$ cat src/rtl/pipelined_control_unit.sv
// Control unit for a 5-stage RV32I pipeline: decodes OP/funct3/funct7 in Decode
// and carries the controls through the D/E, E/M and M/W registers.
module pipelined_control_unit #(
  parameter int ALU_CTRL_W     = 3,
  parameter bit STICKY_ILLEGAL = 1'b1
) (
  input  logic                  CLK,
  input  logic                  RESET,
  input  logic [6:0]            OP,
  input  logic [2:0]            funct3,
  input  logic                  funct7,
  input  logic                  ZeroE,
  input  logic                  FlushE,
  output logic [1:0]            ImmSrcD,
  output logic                  PCSrcE,
  output logic                  ALUSrcE,
  output logic [ALU_CTRL_W-1:0] ALUControlE,
  output logic                  MemWriteM,
  output logic                  RegWriteM,
  output logic                  RegWriteW,
  output logic                  ResultSrcE0,
  output logic [1:0]            ResultSrcW,
  output logic                  IllegalOp
);

  localparam logic [ALU_CTRL_W-1:0] ALU_ADD = ALU_CTRL_W'(3'b000);
  localparam logic [ALU_CTRL_W-1:0] ALU_SUB = ALU_CTRL_W'(3'b001);
  localparam logic [ALU_CTRL_W-1:0] ALU_AND = ALU_CTRL_W'(3'b010);
  localparam logic [ALU_CTRL_W-1:0] ALU_OR  = ALU_CTRL_W'(3'b011);
  localparam logic [ALU_CTRL_W-1:0] ALU_SLT = ALU_CTRL_W'(3'b101);

  // Decode-stage controls
  logic                  reg_write_dec, alu_src_dec, mem_write_dec;
  logic                  branch_dec, jump_dec;
  logic [1:0]            imm_src_dec, result_src_dec, alu_op_dec;
  logic [ALU_CTRL_W-1:0] alu_ctrl_dec;
  logic                  op_illegal, funct_illegal, illegal_dec;

  // Pipeline registers
  logic                  reg_write_e_d, reg_write_e_q;
  logic [1:0]            result_src_e_d, result_src_e_q;
  logic                  mem_write_e_d, mem_write_e_q;
  logic                  jump_e_d, jump_e_q;
  logic                  branch_e_d, branch_e_q;
  logic [ALU_CTRL_W-1:0] alu_ctrl_e_d, alu_ctrl_e_q;
  logic                  alu_src_e_d, alu_src_e_q;
  logic                  reg_write_m_d, reg_write_m_q;
  logic [1:0]            result_src_m_d, result_src_m_q;
  logic                  mem_write_m_d, mem_write_m_q;
  logic                  reg_write_w_d, reg_write_w_q;
  logic [1:0]            result_src_w_d, result_src_w_q;
  logic                  illegal_op_d, illegal_op_q;

  always_comb begin
    reg_write_dec  = 1'b0;
    imm_src_dec    = 2'b00;
    alu_src_dec    = 1'b0;
    mem_write_dec  = 1'b0;
    result_src_dec = 2'b00;
    branch_dec     = 1'b0;
    jump_dec       = 1'b0;
    alu_op_dec     = 2'b00;
    op_illegal     = 1'b0;
    case (OP)
      7'b0000011: begin
        reg_write_dec  = 1'b1;
        alu_src_dec    = 1'b1;
        result_src_dec = 2'b01;
      end
      7'b0100011: begin
        imm_src_dec   = 2'b01;
        alu_src_dec   = 1'b1;
        mem_write_dec = 1'b1;
      end
      7'b0110011: begin
        reg_write_dec = 1'b1;
        alu_op_dec    = 2'b10;
      end
      7'b1100011: begin
        imm_src_dec = 2'b10;
        branch_dec  = 1'b1;
        alu_op_dec  = 2'b01;
      end
      7'b0010011: begin
        reg_write_dec = 1'b1;
        alu_src_dec   = 1'b1;
        alu_op_dec    = 2'b10;
      end
      7'b1101111: begin
        reg_write_dec  = 1'b1;
        imm_src_dec    = 2'b11;
        result_src_dec = 2'b10;
        jump_dec       = 1'b1;
      end
      default: op_illegal = 1'b1;
    endcase
  end

  always_comb begin
    alu_ctrl_dec  = ALU_ADD;
    funct_illegal = 1'b0;
    case (alu_op_dec)
      2'b01: alu_ctrl_dec = ALU_SUB;
      2'b10: begin
        case (funct3)
          3'b000:  alu_ctrl_dec = (OP[5] & funct7) ? ALU_SUB : ALU_ADD;
          3'b010:  alu_ctrl_dec = ALU_SLT;
          3'b110:  alu_ctrl_dec = ALU_OR;
          3'b111:  alu_ctrl_dec = ALU_AND;
          default: funct_illegal = 1'b1;
        endcase
      end
      default: alu_ctrl_dec = ALU_ADD;
    endcase
  end

  assign illegal_dec = op_illegal | funct_illegal;

  always_comb begin
    reg_write_e_d  = 1'b0;
    result_src_e_d = 2'b00;
    mem_write_e_d  = 1'b0;
    jump_e_d       = 1'b0;
    branch_e_d     = 1'b0;
    alu_ctrl_e_d   = ALU_ADD;
    alu_src_e_d    = 1'b0;
    if (!FlushE) begin
      reg_write_e_d  = reg_write_dec;
      result_src_e_d = result_src_dec;
      mem_write_e_d  = mem_write_dec;
      jump_e_d       = jump_dec;
      branch_e_d     = branch_dec;
      alu_ctrl_e_d   = alu_ctrl_dec;
      alu_src_e_d    = alu_src_dec;
    end
    reg_write_m_d  = reg_write_e_q;
    result_src_m_d = result_src_e_q;
    mem_write_m_d  = mem_write_e_q;
    reg_write_w_d  = reg_write_m_q;
    result_src_w_d = result_src_m_q;
    // A flushed illegal instruction never retires, so it must not latch the flag
    if (STICKY_ILLEGAL) illegal_op_d = illegal_op_q | (illegal_dec & ~FlushE);
    else                illegal_op_d = illegal_dec;
  end

  always_ff @(posedge CLK or negedge RESET) begin
    if (!RESET) begin
      reg_write_e_q  <= 1'b0;
      result_src_e_q <= 2'b00;
      mem_write_e_q  <= 1'b0;
      jump_e_q       <= 1'b0;
      branch_e_q     <= 1'b0;
      alu_ctrl_e_q   <= ALU_ADD;
      alu_src_e_q    <= 1'b0;
      reg_write_m_q  <= 1'b0;
      result_src_m_q <= 2'b00;
      mem_write_m_q  <= 1'b0;
      reg_write_w_q  <= 1'b0;
      result_src_w_q <= 2'b00;
      illegal_op_q   <= 1'b0;
    end else begin
      reg_write_e_q  <= reg_write_e_d;
      result_src_e_q <= result_src_e_d;
      mem_write_e_q  <= mem_write_e_d;
      jump_e_q       <= jump_e_d;
      branch_e_q     <= branch_e_d;
      alu_ctrl_e_q   <= alu_ctrl_e_d;
      alu_src_e_q    <= alu_src_e_d;
      reg_write_m_q  <= reg_write_m_d;
      result_src_m_q <= result_src_m_d;
      mem_write_m_q  <= mem_write_m_d;
      reg_write_w_q  <= reg_write_w_d;
      result_src_w_q <= result_src_w_d;
      illegal_op_q   <= illegal_op_d;
    end
  end

  assign ImmSrcD     = imm_src_dec;
  assign PCSrcE      = (branch_e_q & ZeroE) | jump_e_q;
  assign ALUSrcE     = alu_src_e_q;
  assign ALUControlE = alu_ctrl_e_q;
  assign MemWriteM   = mem_write_m_q;
  assign RegWriteM   = reg_write_m_q;
  assign RegWriteW   = reg_write_w_q;
  assign ResultSrcE0 = result_src_e_q[0];
  assign ResultSrcW  = result_src_w_q;
  assign IllegalOp   = illegal_op_q;

endmodule

$ cat config.mk
export PLATFORM = sky130hd
export DESIGN_NAME = pipelined_control_unit
export DESIGN_NICKNAME = d
export VERILOG_FILES = /design/src/rtl/pipelined_control_unit.sv
export SDC_FILE = /design/constraint.sdc
export NUM_CORES = 1
export LEC_CHECK = 0
export ABC_CLOCK_PERIOD_IN_PS = 800
export BUFFER_PORTS_ARGS = -buffer_cell sky130_fd_sc_hd__clkbuf_2
export CORE_UTILIZATION = 41
export DETAILED_ROUTE_END_ITERATION = 16
export PLACE_DENSITY = 0.72
export REMOVE_ABC_BUFFERS = 1
export SLEW_MARGIN = 20
export SYNTH_ARGS = -nofsm -noshare
export SYNTH_HDL_FRONTEND = slang
export SYNTH_SLANG_ARGS = --single-unit
$ cat constraint.sdc
create_clock -name CLK -period 0.8 [get_ports CLK]
set_input_delay 0 -clock CLK [delete_from_list [all_inputs] [get_ports CLK]]
set_output_delay 0 -clock CLK [all_outputs]
set_load 0.005 [all_outputs]
==> reports/results.tsv <==
stage	metric	value	unit
grt	vias in the first global route	669	
detailed_routing	drt wl/cell	14.4	µm
timing	relative slew slack	74.1	%
detailed_routing	initial drt markers	7	
yosys	Post-Syn Area	718	µm²
grt	initial antenna violation count	0	
detailed_routing	Post-route DRC	2	
grt	total grt overflow	0	
setup_path	startpoint types	input pin	
clock_network	CTS tree	done	
final_layout	design area	1230	µm²
placed_design	DP Cell Count	115	
setup_path	critical path peak fanout	3	
power_and_ir_drop	Comb pwr share	16.2	%
timing	Hold Vio Cnt, Final	0	
yosys	prevailing post-synth register cell	dfrtp_1	
detailed_routing	vias	688	
power_and_ir_drop	P_sw	0.000376	W
die	total core area	1580	µm²
yosys	most common cell in the netlist	dfrtp_1	
final_layout	synthesis-to-finish area growth	70.7	%
detailed_routing	DRT Wirelength	1900	µm
timing	final worst slack	-0.500	ns
clock_network	CTS H-tree depth	1	
yosys	Post-synth ARST share	100	%
clock_network	CTS Buf Count	3	
die	die height	43.9	µm
yosys	Syn Inst Count	60	
yosys	number of synthesized flops with an enable pin	0	
grt	largest net degree at the start of global routing	18	
die	die area	1920	µm²
detailed_routing	Antenna Violating Nets Remaining	0	
yosys	#FFs+latches synth	17	
power_and_ir_drop	Cell Int Power	0.00118	W
timing	Slew @ Worst Pin	0.388	ns
placed_design	Final GP Congestion	0.789	
clock_network	Clk Latency, worst-skew pair	0.28	ns
placed_design	IO Port Bufs	28	
power_and_ir_drop	worst vdd ir	0.842	mV
timing	minimum clock period	1.30	ns
final_layout	Nets	135	
timing	f_max	769	MHz
clock_network	clock-pin slew on the worst setup and hold paths	0.09	ns
grt	first-pass GRT wire length	2860	µm
yosys	synth warn	0	
min_path	hold crit path type	in2reg	
timing	clock skew	0.000230	ns
timing	setup violators final	11	
detailed_routing	DR pass1 iterations	10	
final_layout	ANT cells	0	
setup_path	Critical Path Sink Type	flip-flop	
timing	Final Cycle Share	162	%
yosys	cell taking the most area after synthesis	dfrtp_1	
power_and_ir_drop	Clock power frac	28.3	%
detailed_routing	vias per std cell	5.21	
status	failing checks	DRC, setup timing	
power_and_ir_drop	leakage	0.637	nW
clock_network	total clock sinks	17	
status	status	finished, violations left	
die	IO Count	29	
timing	RSZ-0062 raised after global routing	true	
run	maxcap violations	0	
power_and_ir_drop	part of the power in registers	55.5	%
final_layout	utilization after layout	77.8	%
die	die width	43.9	µm
clock_network	clock root cell	clkbuf_4	
grt	All-Layer GR Usage	20.7	%
die	Initial Utilization	45.6	%
timing	Final Max Tran Viols	0	
power_and_ir_drop	Power Dens Cells	1270	nW/µm²
die	num rows	14	
placed_design	detailed-placement wirelength estimate	1130	µm
setup_path	Req. time, crit path	0.97	ns
placed_design	DP Area	957	µm²
setup_path	critical path class	in2reg	
power_and_ir_drop	switching share of power	24.2	%
yosys	post-synthesis sequential area ratio	59.2	%
final_layout	Finished Layout Cells	132	
clock_network	Longest Clk Path Bufs	2	
final_layout	layout cell share with drive strength beyond 1	60.3	%
yosys	top cells by count, synth	dfrtp_1 (17), nor3_1 (5), inv_1 (4)	
yosys	largest cells by area after synthesis	dfrtp_1 (59%), ha_1 (5.2%), nor3_1 (3.5%)	
yosys	Synth top area share	59.2	%
setup_path	arrival time at the worst endpoint	1.47	ns
yosys	syn_area_per_cell	12.0	µm²
yosys	Yosys cell types	28	
[critical path: stages]
cell and delay, ns:
buf_6 0.09, nand3b_1 0.17, or2_4 0.25, or3_4 0.35, ha_4 0.16, nor2b_4 0.12, a221o_1 0.32
[cell type report]
class | instances | area, µm²
inverters | 4 | 15.0
clock inverters | 1 | 5.00
flip-flops and latches | 17 | 425
multi-input cells | 37 | 364
repair buffers | 54 | 374
clock buffers | 3 | 22.5
fillers | 109 | 350
well taps | 16 | 20.0
[registers in the layout (all words and copies together), names as in the netlist]
signal,cells
ALUControlE,3
ALUSrcE,1
IllegalOp,1
MemWriteM,1
RegWriteM,1
RegWriteW,1
ResultSrcW,2
branch_e_q,1
mem_write_e_q,1
reg_write_e_q,1
result_src_e_q,2
result_src_m_q,2
[final timing paths]
path / slack (ns) / startpoint / to / cells past startpoint
setup / recovery: -0.50 / OP[4] / IllegalOp$_DFF_PN0_ / 7
hold / removal: 0.01 / funct3[1] / ALUControlE[2]$_DFF_PN0_ / 3
setup reg to reg: 0 / IllegalOp$_DFF_PN0_ / IllegalOp$_DFF_PN0_ / 1
hold reg to reg: 0.36 / reg_write_e_q$_DFF_PN0_ / RegWriteM$_DFF_PN0_ / 0
max in group asynchronous: 0.36 / RESET / ALUControlE[1]$_DFF_PN0_ / 2
min in group asynchronous: 0.16 / RESET / RegWriteM$_DFF_PN0_ / 2
[per-stage QoR]
| step | setup WS, ns | hold slack (ns) | power [W] | TNS, ns |
|---|---|---|---|---|
| final | -0.500 | 0.0116 | 0.00155 | -2.76 |
| after global routing | -0.506 | 0.0117 | 0.00161 | -3.10 |
| after CTS | -0.450 | -0.0151 | 0.00153 | -2.43 |
| after detailed placement | -0.918 | -0.0592 | 0.00105 | -5.43 |
| after global placement | -0.850 | -0.0652 | 0.00105 | -5.05 |
| after floorplan | -0.783 | -0.296 | 0.000921 | -2.97 |
[logic make-up (layout without fill, tap and decap cells)]
family | after synthesis | after routing | synth area share (%)
xor+xnor | 1 | 1 | 1.22
mux | 1 | 1 | 1.39
compound gates | 8 | 8 | 8.71
flops | 17 | 17 | 59.2
buf+inv | 6 | 62 | 4.70
fa+ha+maj | 3 | 3 | 5.23
simple gates | 24 | 24 | 19.5
[cell usage in the layout, fill, tap and decap left out, types with 2 or more instances in the layout]
cell type / instances
ha_4: 2
clkbuf_2: 24
buf_2: 2
buf_4: 18
dfrtp_1: 17
nand2_1: 2
dlygate4sd3_1: 3
buf_6: 7
clkbuf_4: 3
nor3_1: 4
inv_1: 3
nor2_1: 2
nand3_1: 2
or3_4: 2
[what timing repair did]
| item | CTS | global route |
|---|---|---|
| endpoints found under the hold margin | 18 | 0 |
| pin swaps | 11 | 3 |
| setup buffers | 10 | 2 |
| resized for setup | 18 | 11 |
| hold buffers | 3 | 0 |
| endpoints found under the setup margin | 10 | 15 |
[layer usage]
| layer | GRT usage (%) | vias to the layer above | share of wire (%) |
|---|---|---|---|
| met5 | 0 | - | 0 |
| met4 | 10.9 | 0 | 2.9 |
| met3 | 1.67 | 6 | 4.6 |
| met2 | 37.3 | 30 | 53 |
| met1 | 24.3 | 325 | 40 |
| li1 | - | 327 | - |
[power groups by stage]
stage	clock network (W)	registers, W	logic (W)
after floorplan	0	0.000881	0.0000401
after global placement	0	0.000880	0.000168
after detailed placement	0	0.000880	0.000171
after CTS	0.000449	0.000863	0.000221
after global routing	0.000471	0.000864	0.000272
final	0.000439	0.000863	0.000252
Note: power is estimated with default switching activity, not from simulation.
